==> src/rtl/clken_pkg.sv <==
// Shared types and helpers for the fractional clock-enable generator.
// Holds the FSM state encoding, the default width and config legality check.
package clken_pkg;

  localparam int ACC_W_DEF = 8;

  typedef enum logic [1:0] {
    LOCKING = 2'd0,
    RUN     = 2'd1,
    PWRDN   = 2'd2
  } state_t;

  function automatic logic cfg_legal(
    input logic [2:0]  chan,
    input logic [31:0] num,
    input logic [31:0] den,
    input int          n_ch
  );
    return (32'(chan) < n_ch)
        && (den != 32'd0)
        && (num <= den);
  endfunction

endpackage

==> src/rtl/clken_chan.sv <==
// One fractional enable channel: accumulate num, emit a pulse on wrap past den.
// Ports: clk, rst (sync, high), clr (zero acc), en (advance), num, den, ce.
module clken_chan #(
  parameter int ACC_W = 8
) (
  input  logic             clk,
  input  logic             rst,
  input  logic             clr,
  input  logic             en,
  input  logic [ACC_W-1:0] num,
  input  logic [ACC_W-1:0] den,
  output logic             ce
);

  logic [ACC_W-1:0] acc;
  logic [ACC_W:0]   sum;
  logic [ACC_W-1:0] rem;
  logic             hit;

  // Extra bit keeps acc+num exact when both are near full scale.
  assign sum = {1'b0, acc} + {1'b0, num};
  assign hit = (num != '0) && (sum >= {1'b0, den});
  // On a hit the true difference is below den, so the low bits suffice.
  assign rem = sum[ACC_W-1:0] - den;

  always_ff @(posedge clk) begin
    if (rst || clr) begin
      acc <= '0;
      ce  <= 1'b0;
    end else if (en) begin
      if (hit) begin
        acc <= rem;
        ce  <= 1'b1;
      end else begin
        acc <= sum[ACC_W-1:0];
        ce  <= 1'b0;
      end
    end else begin
      ce <= 1'b0;
    end
  end

endmodule

==> src/rtl/clken_gen_multi.sv <==
// N-channel fractional clock-enable generator with lock, power-down and config.
// Ports: refclk, rst, pwrdwn, cfg_* handshake, cfg_err, ce_out[N_CH], locked.
module clken_gen_multi
  import clken_pkg::*;
#(
  parameter int N_CH       = 3,
  parameter int ACC_W      = ACC_W_DEF,
  parameter int LOCK_DELAY = 16,
  parameter logic [N_CH*ACC_W-1:0] INIT_NUM = {8'd1, 8'd1, 8'd1},
  parameter logic [N_CH*ACC_W-1:0] INIT_DEN = {8'd1, 8'd2, 8'd4}
) (
  input  logic             refclk,
  input  logic             rst,
  input  logic             pwrdwn,
  input  logic             cfg_valid,
  output logic             cfg_ready,
  input  logic [2:0]       cfg_chan,
  input  logic [ACC_W-1:0] cfg_num,
  input  logic [ACC_W-1:0] cfg_den,
  output logic             cfg_err,
  output logic [N_CH-1:0]  ce_out,
  output logic             locked
);

  localparam int CNT_W =
    (LOCK_DELAY > 1) ? $clog2(LOCK_DELAY) : 1;
  localparam logic [CNT_W-1:0] CNT_LAST =
    CNT_W'(LOCK_DELAY - 1);

  state_t           state_q;
  state_t           state_d;
  logic [CNT_W-1:0] cnt_q;
  logic [CNT_W-1:0] cnt_d;
  logic             locked_d;
  logic             ready_d;
  logic             err_d;

  logic [ACC_W-1:0] num_q [N_CH];
  logic [ACC_W-1:0] den_q [N_CH];

  logic acc_fire;
  logic legal;
  logic legal_acc;
  logic go_pd;
  logic wake;
  logic restart;
  logic lock_done;
  logic ch_en;
  logic ch_clr;

  // Power-down input blocks acceptance even if ready was already high.
  assign acc_fire  = cfg_valid && cfg_ready && !pwrdwn;
  assign legal     = cfg_legal(cfg_chan, 32'(cfg_num),
                               32'(cfg_den), N_CH);
  assign legal_acc = acc_fire && legal;

  assign go_pd     = pwrdwn;
  assign wake      = !pwrdwn && (state_q == PWRDN);
  assign restart   = legal_acc && (state_q != PWRDN);
  assign lock_done = !pwrdwn && !legal_acc
                  && (state_q == LOCKING)
                  && (cnt_q == CNT_LAST);

  always_ff @(posedge refclk) begin
    if (rst) begin
      state_q <= LOCKING;
      cnt_q   <= '0;
    end else begin
      state_q <= state_d;
      cnt_q   <= cnt_d;
    end
  end

  always_comb begin
    state_d = state_q;
    unique case (1'b1)
      go_pd:     state_d = PWRDN;
      wake:      state_d = LOCKING;
      restart:   state_d = LOCKING;
      lock_done: state_d = RUN;
      default:   state_d = state_q;
    endcase
  end

  always_comb begin
    cnt_d    = '0;
    locked_d = (state_d == RUN);
    ready_d  = (state_d != PWRDN) && !acc_fire;
    err_d    = acc_fire && !legal;
    if ((state_q == LOCKING) && (state_d == LOCKING)
        && !legal_acc) begin
      cnt_d = cnt_q + 1'b1;
    end
  end

  always_ff @(posedge refclk) begin
    if (rst) begin
      locked    <= 1'b0;
      cfg_ready <= 1'b0;
      cfg_err   <= 1'b0;
    end else begin
      locked    <= locked_d;
      cfg_ready <= ready_d;
      cfg_err   <= err_d;
    end
  end

  always_ff @(posedge refclk) begin
    if (rst) begin
      for (int i = 0; i < N_CH; i++) begin
        num_q[i] <= INIT_NUM[i*ACC_W +: ACC_W];
        den_q[i] <= INIT_DEN[i*ACC_W +: ACC_W];
      end
    end else if (legal_acc) begin
      for (int i = 0; i < N_CH; i++) begin
        if (cfg_chan == 3'(i)) begin
          num_q[i] <= cfg_num;
          den_q[i] <= cfg_den;
        end
      end
    end
  end

  // Channels advance on the edge entering or staying in RUN, so the
  // first RUN cycle already shows the index-0 pulse; any other next
  // state zeroes every accumulator, realigning all phases.
  assign ch_en  = (state_d == RUN);
  assign ch_clr = !ch_en;

  for (genvar g = 0; g < N_CH; g++) begin : g_ch
    clken_chan #(
      .ACC_W (ACC_W)
    ) u_chan (
      .clk (refclk),
      .rst (rst),
      .clr (ch_clr),
      .en  (ch_en),
      .num (num_q[g]),
      .den (den_q[g]),
      .ce  (ce_out[g])
    );
  end

endmodule

==> config.mk <==
export PLATFORM = sky130hd
export DESIGN_NAME = clken_gen_multi
export DESIGN_NICKNAME = d
export VERILOG_FILES = /design/src/rtl/clken_pkg.sv /design/src/rtl/clken_chan.sv /design/src/rtl/clken_gen_multi.sv
export SDC_FILE = /design/constraint.sdc
export NUM_CORES = 1
export LEC_CHECK = 0
export CORE_MARGIN = 1
export CORE_UTILIZATION = 55
export CTS_CLUSTER_SIZE = 25
export DETAILED_ROUTE_END_ITERATION = 10
export GPL_TIMING_DRIVEN = 1
export PLACE_DENSITY_LB_ADDON = 0.08
export SLEW_MARGIN = 25
export SYNTH_ARGS = -nofsm -noshare
export SYNTH_HDL_FRONTEND = slang
export SYNTH_SLANG_ARGS = --single-unit
==> constraint.sdc <==
create_clock -name refclk -period 3.8 [get_ports refclk]
set_clock_uncertainty 0.15 [all_clocks]
set_input_delay 0.76 -clock refclk [delete_from_list [all_inputs] [get_ports refclk]]
set_output_delay 0.76 -clock refclk [all_outputs]
set_load 0.05 [all_outputs]
==> impl_metrics.env <==
export IMPL_io_pins=29
export IMPL_yosysUniqueCellTypes=52
export IMPL_synth_xor_area_share=0.04702
export IMPL_htreeDepth=3
export IMPL_cp_start_kind="register"
export IMPL_synth_edf_count=48
export IMPL_max_slew_margin=0.6608
export IMPL_initial_utilization=0.5764
export IMPL_hold_path_class="reg2reg"
export IMPL_path_class="reg2reg"
export IMPL_required_ns=3.96
export IMPL_yosysWarnings=0
export IMPL_antenna_found_initial=0
export IMPL_fin_util=0.6465
export IMPL_num_rows=35
export IMPL_worst_pin_slew_ns=0.5072
export IMPL_gp_congestion=0.8864
export IMPL_path_clk_slew_ns=0.10
export IMPL_die_w_um=101.1
export IMPL_fin_nets=653
export IMPL_synth_seq_cells=84
export IMPL_synthArstFlopShare=0
export IMPL_ff_latch_area_sq_um=2162
export IMPL_layout_commonest_cell="ha_1"
export IMPL_yosysTopAreaCellShare=0.2669
export IMPL_muxShareOfSynthArea=0.03961
export IMPL_hold_violations=0
export IMPL_grt_setup_unrepaired="false"
export IMPL_syn_area_per_cell_sq_um=10.25
export IMPL_grt_use_total=0.2408
export IMPL_synth_simple_gate_area_frac=0.1670
export IMPL_setup_viol=0
export IMPL_vdd_ir_drop_worst_uv=190.3
export IMPL_cts_made_buffers=9
export IMPL_die_area_sq_um=10220
export IMPL_cts_tree="built"
export IMPL_portBuffers=28
export IMPL_ys_flop_type="edfxtp_1"
export IMPL_final_cells=701
export IMPL_antennaDiodeCount=0
export IMPL_grt_pass1_wl_mm=18.37
export IMPL_dr_wl_met2_mm=5.333
export IMPL_wirelength_met1_mm=5.114
export IMPL_routed_wl_met3_um=396
export IMPL_max_freq_mhz=275.0
export IMPL_vias=4014
export IMPL_cts_setup_buffers=0
export IMPL_grt_pass1_vias=3891
export IMPL_placed_cells=685
export IMPL_synth_top_family_by_area="simple AND/OR/NAND/NOR gates"
export IMPL_cts_sinks=84
export IMPL_cp_arrival_ns=3.80
export IMPL_clk_path_buf_depth=2
export IMPL_timing_final_crit_share=0.9571
export IMPL_filler_cell_count=801
export IMPL_drive_above_1_share=0.1136
export IMPL_slew_viol_final=0
export IMPL_synthesis_area_sq_um=5401
export IMPL_fp_dieH_um=101.1
export IMPL_status="finished, final reports clean"
export IMPL_grt_overflow=0
export IMPL_synth_top_area_cell="edfxtp_1"
export IMPL_drtIter0Drc=135
export IMPL_post_route_drc_count=0
export IMPL_coreArea_sq_um=9371
export IMPL_grt_max_degree=29
export IMPL_root_buffer="clkbuf_8"
export IMPL_endpoint_kind="register"
export IMPL_wire_per_inst_um=15.78
export IMPL_fin_crit_ns=3.637
export IMPL_setup_tns_ns=0
export IMPL_total_leakage_power_nw=2.558
export IMPL_firstDrtPassIters=4
export IMPL_power_density_nw_per_um2=321.9
export IMPL_synthTopCellsByArea="edfxtp_1 (27%), dfxtp_1 (13%), ha_1 (13%)"
export IMPL_cts_resized=0
export IMPL_synth_compound_area_share=0.1390
export IMPL_area_growth_pct=12.16
export IMPL_synthCells=527
export IMPL_vias_per_cell=5.726
export IMPL_routed_wl_mm=11.06
export IMPL_synth_seq_area_share=0.4003
export IMPL_cp_max_fo=6
export IMPL_detailed_place_hpwl_mm=8.657
export IMPL_ant_nets=0
export IMPL_multi_input_area_sq_um=2954
export IMPL_final_cell_mix="ha_1 (57), inv_1 (56), edfxtp_1 (48)"
export IMPL_dr_max_layer_used="met4"
export IMPL_drv_cap=0
export IMPL_syn_num_nets=613
export IMPL_synth_fa_ha_area_frac=0.1543
export IMPL_clkLatencyLatePin_ns=0.37
export IMPL_cts_hold_buf=0
-- cells in the mapped netlist (12+ instances only) --
| cell type | number |
|---|---|
| ha_1 | 57 |
| nor2_2 | 17 |
| o21ai_0 | 23 |
| dfxtp_1 | 36 |
| nor2_1 | 24 |
| a21oi_1 | 29 |
| nor2b_1 | 12 |
| inv_1 | 56 |
| xnor2_1 | 22 |
| nand2_1 | 14 |
| nand3_1 | 13 |
| and2_1 | 17 |
| edfxtp_1 | 48 |
| mux2i_1 | 18 |
-- flip-flops by register name, summed over array words and instances (netlist names) --
signal,flops
num_q,24
locked,1
cfg_err,1
cnt_q,4
g_ch.u_chan.acc,24
state_q,2
cfg_ready,1
den_q,24
g_ch.u_chan.ce,3
-- metrics by stage --
step	hold slack (ns)	area, sq um	worst slack, ns	total power (W)
after floorplan	0.2798	5401	0.4708	0.001247
after global placement	0.2990	5863	0.3054	0.001325
after detailed placement	0.3039	5863	0.2059	0.001333
after CTS	0.3252	6058	0.1914	0.001959
after global routing	0.3461	6058	0.002428	0.002040
final	0.3306	6058	0.1631	0.001950
-- per-layer routing --
layer / GRT usage / vias up
met1: 0.3111 / 1914
met3: 0.03537 / 19
li1: - / 1990
met5: 0 / -
met4: 0.09699 / 0
met2: 0.4071 / 91
-- kinds of logic (layout without fill, tap and decap cells) --
| family | Yosys count | count (layout) |
|---|---|---|
| buffers and inverters | 66 | 111 |
| adder cells (fa/ha/maj) | 63 | 63 |
| flip-flops | 84 | 84 |
| AO/OA/AOI/OAI | 108 | 108 |
| multiplexers | 21 | 21 |
| AND/OR/NAND/NOR | 156 | 156 |
| XOR/XNOR | 29 | 29 |
-- worst max-delay path, stage by stage (launching register included) --
cell      delay [ns]
edfxtp_1        0.39
ha_1            0.23
inv_1           0.08
fa_1            0.21
nor2b_1         0.08
o31a_1          0.28
or4b_2          0.62
nand3_1         0.12
ha_1            0.29
and3_1          0.19
o21ai_0         0.08
a31oi_1         0.07
a211oi_2        0.19
buf_4           0.20
mux2_2          0.34
nor2_1          0.08
-- area by class of cell --
type                    count  area share
clock buffers              12     0.02747
clock inverters             4    0.004750
inverters                  56     0.03470
multi-input cells         377      0.4876
flip-flops and latches     84      0.3569
well taps                 129     0.02664
repair buffers             39     0.06196
-- path summary, 6_finish.rpt --
path | start | to | slack [ns] | depth (start not counted)
worst max-delay path | num_q[0][16]$_DFFE_PP_ | g_ch[2].u_chan.acc[0]$_SDFFE_PP0P_ | 0.16 | 15
worst min-delay path | cnt_q[0]$_SDFF_PP0_ | cnt_q[0]$_SDFF_PP0_ | 0.33 | 1
worst max register to register | num_q[0][16]$_DFFE_PP_ | g_ch[2].u_chan.acc[0]$_SDFFE_PP0P_ | 0.16 | 15
worst min register to register | cnt_q[0]$_SDFF_PP0_ | cnt_q[0]$_SDFF_PP0_ | 0.33 | 1
-- where the power goes --
group          internal (W)  total [W]  switching (W)
Combinational      0.000150   0.000323       0.000174
Clock              0.000299   0.000636       0.000338
Sequential         0.000979   0.000990      0.0000109
Total               0.00143    0.00195       0.000522
(Power assumes the default switching activity.)
